`src/rtl/dmac_master_arbiter.sv`:
```
// -----------------------------------------------------------------------------
// dmac_master_arbiter
//
// Shares one AHB master port between NUM_CH DMA channels. Ownership is handed
// out round-robin, one burst at a time. A drain phase sits between owners so
// the outgoing owner's last data phase finishes before anyone else drives an
// address phase.
//
// Ports
//   clk, rst       system clock, synchronous active-high reset
//   ch_req         per-channel bus request; the owner holds it for its burst
//   ch_htrans      per-channel HTRANS, slice [2i+1:2i]
//   ch_write       per-channel HWRITE
//   ch_addr        per-channel address, slice [32i+31:32i]
//   ch_wdata       per-channel write data, slice [32i+31:32i]
//   ch_wstrb       per-channel write strobes, slice [4i+3:4i]
//   ch_burst       per-channel HBURST, slice [3i+2:3i]
//   ch_ready       HREADY returned to the owner only
//   ch_hresp       HRESP returned to the owner only (others see 2'b00)
//   ch_grant       registered one-hot grant
//   m_htrans ..    muxed bus address/control/data toward the slave side
//   m_hready       bus HREADY
//   m_hresp        bus HRESP
//   busy           arbiter is not idle
//   owner_id       index of the current or draining owner
// -----------------------------------------------------------------------------
module dmac_master_arbiter #(
    parameter int NUM_CH = 2,
    parameter int IDX_W  = $clog2(NUM_CH)
) (
    input  logic                   clk,
    input  logic                   rst,
    input  logic [NUM_CH-1:0]      ch_req,
    input  logic [2*NUM_CH-1:0]    ch_htrans,
    input  logic [NUM_CH-1:0]      ch_write,
    input  logic [32*NUM_CH-1:0]   ch_addr,
    input  logic [32*NUM_CH-1:0]   ch_wdata,
    input  logic [4*NUM_CH-1:0]    ch_wstrb,
    input  logic [3*NUM_CH-1:0]    ch_burst,
    output logic [NUM_CH-1:0]      ch_ready,
    output logic [2*NUM_CH-1:0]    ch_hresp,
    output logic [NUM_CH-1:0]      ch_grant,
    output logic [1:0]             m_htrans,
    output logic                   m_write,
    output logic [31:0]            m_haddr,
    output logic [31:0]            m_hwdata,
    output logic [3:0]             m_hwstrb,
    output logic [2:0]             m_hburst,
    input  logic                   m_hready,
    input  logic [1:0]             m_hresp,
    output logic                   busy,
    output logic [IDX_W-1:0]       owner_id
);

    localparam int unsigned NCH = NUM_CH;

    typedef enum logic [1:0] {
        ST_IDLE,
        ST_GRANT,
        ST_DRAIN
    } state_t;

    state_t             r_state;
    logic [NUM_CH-1:0]  r_grant;
    logic [IDX_W-1:0]   r_owner;
    logic [IDX_W-1:0]   r_rr_ptr;

    logic               w_any_req;
    logic               w_found;
    logic [IDX_W-1:0]   w_winner;
    logic               w_owner_req;

    logic [1:0]         w_htrans_a [NUM_CH];
    logic               w_write_a  [NUM_CH];
    logic [31:0]        w_addr_a   [NUM_CH];
    logic [31:0]        w_wdata_a  [NUM_CH];
    logic [3:0]         w_wstrb_a  [NUM_CH];
    logic [2:0]         w_burst_a  [NUM_CH];

    // (base + off) mod NUM_CH, with off < NUM_CH
    function automatic logic [IDX_W-1:0] f_wrap_add(input logic [IDX_W-1:0] base,
                                                     input int unsigned      off);
        int unsigned s;
        s = 32'(base) + off;
        if (s >= NCH) begin
            s = s - NCH;
        end
        return s[IDX_W-1:0];
    endfunction

    function automatic logic [NUM_CH-1:0] f_onehot(input logic [IDX_W-1:0] idx);
        logic [NUM_CH-1:0] oh;
        oh      = '0;
        oh[idx] = 1'b1;
        return oh;
    endfunction

    // Unpack the per-channel buses once so the owner mux is a plain index.
    for (genvar g = 0; g < NUM_CH; g++) begin : g_unpack
        assign w_htrans_a[g] = ch_htrans[2*g +: 2];
        assign w_write_a[g]  = ch_write[g];
        assign w_addr_a[g]   = ch_addr[32*g +: 32];
        assign w_wdata_a[g]  = ch_wdata[32*g +: 32];
        assign w_wstrb_a[g]  = ch_wstrb[4*g +: 4];
        assign w_burst_a[g]  = ch_burst[3*g +: 3];
    end

    assign w_any_req   = |ch_req;
    assign w_owner_req = ch_req[r_owner];

    // Round-robin pick: first requester at or after r_rr_ptr, wrapping.
    always_comb begin
        w_found  = 1'b0;
        w_winner = r_rr_ptr;
        for (int unsigned i = 0; i < NCH; i++) begin
            if (!w_found && ch_req[f_wrap_add(r_rr_ptr, i)]) begin
                w_found  = 1'b1;
                w_winner = f_wrap_add(r_rr_ptr, i);
            end
        end
    end

    always_ff @(posedge clk) begin
        if (rst) begin
            r_state  <= ST_IDLE;
            r_grant  <= '0;
            r_owner  <= '0;
            r_rr_ptr <= '0;
        end else begin
            case (r_state)
                ST_IDLE: begin
                    if (w_any_req) begin
                        r_state <= ST_GRANT;
                        r_owner <= w_winner;
                        r_grant <= f_onehot(w_winner);
                    end
                end
                ST_GRANT: begin
                    // Release only once the owner's final beat is accepted;
                    // other requests never preempt a held grant.
                    if (!w_owner_req && m_hready) begin
                        r_state  <= ST_DRAIN;
                        r_grant  <= '0;
                        r_rr_ptr <= f_wrap_add(r_owner, 1);
                    end
                end
                ST_DRAIN: begin
                    // r_rr_ptr was already advanced on entry, so the winner
                    // here starts after the outgoing owner.
                    if (m_hready) begin
                        if (w_any_req) begin
                            r_state <= ST_GRANT;
                            r_owner <= w_winner;
                            r_grant <= f_onehot(w_winner);
                        end else begin
                            r_state <= ST_IDLE;
                        end
                    end
                end
                default: begin
                    r_state <= ST_IDLE;
                    r_grant <= '0;
                end
            endcase
        end
    end

    // Bus mux. During drain the address phase is forced IDLE while the data
    // phase signals stay on the outgoing owner.
    always_comb begin
        m_htrans = '0;
        m_write  = 1'b0;
        m_haddr  = '0;
        m_hwdata = '0;
        m_hwstrb = '0;
        m_hburst = '0;
        case (r_state)
            ST_GRANT: begin
                m_htrans = w_htrans_a[r_owner];
                m_write  = w_write_a[r_owner];
                m_haddr  = w_addr_a[r_owner];
                m_hwdata = w_wdata_a[r_owner];
                m_hwstrb = w_wstrb_a[r_owner];
                m_hburst = w_burst_a[r_owner];
            end
            ST_DRAIN: begin
                m_haddr  = w_addr_a[r_owner];
                m_hwdata = w_wdata_a[r_owner];
                m_hwstrb = w_wstrb_a[r_owner];
                m_hburst = w_burst_a[r_owner];
            end
            default: begin
            end
        endcase
    end

    // Response routing: only the current/draining owner sees HREADY/HRESP.
    always_comb begin
        ch_ready = '0;
        ch_hresp = '0;
        if (r_state != ST_IDLE) begin
            for (int unsigned i = 0; i < NCH; i++) begin
                if (i == 32'(r_owner)) begin
                    ch_ready[i]       = m_hready;
                    ch_hresp[2*i +: 2] = m_hresp;
                end
            end
        end
    end

    assign ch_grant = r_grant;
    assign owner_id = r_owner;
    assign busy     = (r_state != ST_IDLE);

endmodule

```
`config.mk`:
```
export PLATFORM = sky130hd
export DESIGN_NAME = dmac_master_arbiter
export DESIGN_NICKNAME = d
export VERILOG_FILES = /design/src/rtl/dmac_master_arbiter.sv
export SDC_FILE = /design/constraint.sdc
export NUM_CORES = 1
export LEC_CHECK = 0
export CAP_MARGIN = 10
export CORE_AREA = 2 2 94 96
export DETAILED_ROUTE_END_ITERATION = 10
export DIE_AREA = 0 0 96 98
export PLACE_DENSITY_LB_ADDON = 0.2
export SYNTH_ARGS = -nofsm -noshare
export SYNTH_HDL_FRONTEND = slang
export SYNTH_SLANG_ARGS = --single-unit
```
`constraint.sdc`:
```
create_clock -name clk -period 1.7 [get_ports clk]
set_clock_uncertainty 0.1 [all_clocks]
set_input_delay 0.34 -clock clk [delete_from_list [all_inputs] [get_ports clk]]
set_output_delay 0.34 -clock clk [all_outputs]
set_load 0.005 [all_outputs]
```
==> results.json, run 1 <==
{
  "die_height_um": 98,
  "syn_inst": 224,
  "worst_pin_slew_ps": 315,
  "worst_slew_margin_rel_pct": 78.4,
  "reg2regPathDepth": 7,
  "synth_edf_count": 0,
  "cts_tree": "built",
  "wl_um": 9740,
  "min_to": "ch_grant[1]",
  "routedWlPerCell_um": 16.1,
  "drt-initial-drc-count": 38,
  "synth_mux_area_share_pct": 44.9,
  "n_antenna_cell": 0,
  "grt_first_pass_wirelength_um": 13800,
  "path_cells": "buf_8 > buf_12 > buf_12 > buf_6 > mux2i_1 > nor2b_1 > buf_2",
  "gp_congestion": 0.786,
  "r2r_slack_ps": 10,
  "cts.clk_slew.worst_paths_ps": 40,
  "power_density_mw_per_mm2": 1170,
  "start_kind": "flip-flop",
  "hold_ws_ps": 378,
  "fin_nets": 660,
  "fillers": 696,
  "cp.required_ps": 1260,
  "htreeDepth": 1,
  "coreArea_mm2": 0.00847,
  "end_kind": "output port",
  "hp-class": "reg2reg",
  "drtPass1Iterations": 4,
  "synth-adder-area-share_pct": 4.81,
  "vias": 2631,
  "synth_area_per_cell_um2": 7.90,
  "rsz0062_at_grt": "true",
  "cp_top_family": "buffers and inverters",
  "ioPinCount": 239,
  "cpPeakStageDelay_ps": 390,
  "leakage_uw": 0.00221,
  "antenna_found_initial": 0,
  "irDropWorstVdd_mv": 0.581,
  "violations": "negative setup slack",
  "place_hpwl_um": 7040,
  "syn_to_final_growth_pct": 199,
  "post-place-cells": 579,
  "synthXorXnorAreaFrac_pct": 0,
  "cp_common_cell": "buf_12",
  "min_from": "ch_grant[1]",
  "grt_max_degree": 23,
  "vias_per_cell": 4.34,
  "synth_ff_type": "dfxtp_1",
  "synth_compound_area_share_pct": 4.95,
  "ant_nets": 0,
  "path_class": "reg2out",
  "drcViolationCount": 0,
  "setup_viol": 74,
  "synth_area_mm2": 0.00177,
  "ys_seq_area_share_pct": 6.78,
  "finalCriticalPeriod_ps": 1900,
  "drive_above_1_share_pct": 44.6,
  "syn_nets": 385,
  "total_power_uw": 6200,
  "crit_path_max_fanout": 7,
  "cts_hold_buf": 0,
  "yosysTopAreaCell": "mux2i_1",
  "grt_usage_pct": 18.6,
  "status": "finished, violations left",
  "slew_viol_final": 0,
  "path_buf_inv": 5,
  "ys_ff_latch": 6,
  "ys_top_cells_by_area": "mux2i_1, nor2b_1, dfxtp_1, ha_1, buf_2",
  "yosysWarnings": 0,
  "clk_latency_ps": 230,
  "place_area_mm2": 0.00448,
  "grt_overflow": 0,
  "r2r_start": "r_state[0]",
  "cts_buffer_depth": 2,
  "worstPathArrival_ps": 1460,
  "final.setup.worst_slack_ps": -201,
  "cts_root_buf": "clkbuf_8",
  "die_width_um": 96,
  "synth_top_cell_area_share_pct": 44.1,
  "dieArea_mm2": 0.00941,
  "fin_crit_sh_pct": 112,
  "numCtsBuffers": 3,
  "port_buffers": 238,
  "synth_cell_types": 27,
  "async_flop_share_pct": 0,
  "r2r-end": "ch_grant[0]",
  "hold_depth": 2,
  "finalHoldViolCount": 0,
  "cts.sink_count": 6,
  "drv_cap": 0,
  "yosys.area_share.simple_pct": 32.7,
  "fmax_mhz": 526,
  "slowest_stage": "dfxtp_4",
  "stdcell_area_mm2": 0.00529,
  "rows": 34,
  "final_cells": 606,
  "synth_top_family_by_area": "multiplexers",
  "grt_pass1_vias": 2599,
  "start_util_pct": 20.9
}
==> timing repair <==
item / in CTS / in global routing
cloned: 4 / 7
buffers inserted: 12 / 2
pin swaps: 6 / 5
endpoints found under the setup margin: 86 / 83
resized for setup: 378 / 94
endpoints found under the hold margin: 0 / 0
==> cell usage in the layout, fill, tap and decap left out, drive strengths merged <==
master | Yosys | routed
dfxtp | 6 | 6
clkbuf | 7 | 13
o211ai | 1 | 1
mux2 | 1 | 1
maj3 | 1 | 1
nand2 | 2 | 2
nor2 | 8 | 8
nor3 | 2 | 2
o21bai | 1 | 1
mux2i | 78 | 78
bufbuf | 0 | 1
a21boi | 1 | 1
nor2b | 72 | 72
buf | 10 | 115
and2 | 5 | 5
and2b | 1 | 1
o21a | 1 | 1
nand2b | 4 | 4
clkdlybuf4s15 | 0 | 3
ha | 6 | 6
clkdlybuf4s50 | 0 | 155
or3b | 1 | 1
o21ai | 5 | 5
dlygate4sd2 | 0 | 4
a21oi | 3 | 3
nand3b | 1 | 1
a211o | 1 | 1
inv | 6 | 6
==> worst max path at each step <==
| stage | start | end | slack (ps) | depth (start not counted) |
|---|---|---|---|---|
| after floorplan | r_state[0] | ch_grant[0] | 10 | 6 |
| after global routing | owner_id | m_hwdata[11] | -270 | 7 |
| final | owner_id | m_hwdata[11] | -200 | 7 |
| after global placement | r_state[0] | m_hwdata[6] | -420 | 5 |
| after CTS | r_state[0] | m_haddr[8] | -250 | 6 |
| after detailed placement | r_state[0] | m_hwdata[6] | -420 | 5 |
==> worst reg2reg max path, cell delays in order (launching register included) <==
cell	delay, ps
dfxtp_2	320
inv_2	70
ha_4	160
buf_6	110
or3b_1	350
o211ai_2	90
a21oi_2	70
mux2_4	290
==> through the flow <==
stage	setup WS, ps	utilization [%]	setup TNS (ps)
after floorplan	9.78	-	0
after global placement	-424	52.9	-26490
after detailed placement	-421	52.9	-27330
after CTS	-252	55.7	-10980
after global routing	-274	62.5	-16480
final	-201	62.5	-11510
==> where the power goes <==
group | total [uW] | internal (uW) | switching, uW
Sequential | 233 | 195 | 37.5
Clock | 230 | 162 | 68.4
Combinational | 5740 | 3700 | 2040
Total | 6200 | 4060 | 2140
==> cell families (layout without fill, tap and decap cells) <==
family,Yosys count,count (layout)
AOI/OAI and AO/OA,13,13
buffers and inverters,23,297
adders and majority gates,7,7
DFF,6,6
and+or+nand+nor,96,96
muxes,79,79
==> cell usage after synthesis (all sizes together), types with 2 or more instances <==
cell     n
and2     5
nand2    2
nor2     8
ha       6
nor2b   72
mux2i   78
clkbuf   7
inv      6
a21oi    3
nand2b   4
o21ai    5
buf     10
nor3     2
dfxtp    6
==> final cells by class <==
type | count | area (um2) | area share (%)
clock buffers | 4 | 45.0 | 0.852
inverters | 6 | 25.0 | 0.473
multi-input cells | 195 | 2140 | 40.4
flip-flops and latches | 6 | 126 | 2.39
well taps | 108 | 135 | 2.56
repair buffers | 287 | 2820 | 53.3
==> sequential cells by signal (all words and copies together), names as in the netlist <==
register / count
ch_grant: 2
r_state: 2
owner_id: 1
r_rr_ptr: 1
==> routing by layer <==
| metal | vias to the layer above | track usage [%] | part of all wire (%) |
|---|---|---|---|
| met5 | - | 0 | 0 |
| met4 | 0 | 2.09 | 0.79 |
| li1 | 1310 | - | - |
| met2 | 124 | 36.1 | 55 |
| met1 | 1189 | 20.8 | 37 |
| met3 | 8 | 3.78 | 7.3 |
Note: power is estimated with default switching activity, not from simulation.
==> inputs of run 2 (changes only) <==
--- a/config.mk
+++ b/config.mk
@@ -5,7 +5,7 @@
 export SDC_FILE = /design/constraint.sdc
 export NUM_CORES = 1
 export LEC_CHECK = 0
-export CAP_MARGIN = 10
+export CAP_MARGIN = 20
 export CORE_AREA = 2 2 94 96
 export DETAILED_ROUTE_END_ITERATION = 10
 export DIE_AREA = 0 0 96 98
==> results of run 2 <==
No change in the layout: final DEF, timing and power equal those of run 1.
==> inputs of run 3 (changes only) <==
--- a/config.mk
+++ b/config.mk
@@ -10,6 +10,7 @@
 export DETAILED_ROUTE_END_ITERATION = 10
 export DIE_AREA = 0 0 96 98
 export PLACE_DENSITY_LB_ADDON = 0.2
+export SLEW_MARGIN = 20
 export SYNTH_ARGS = -nofsm -noshare
 export SYNTH_HDL_FRONTEND = slang
 export SYNTH_SLANG_ARGS = --single-unit
==> results of run 3 <==
No change in the layout: final DEF, timing and power equal those of run 1.
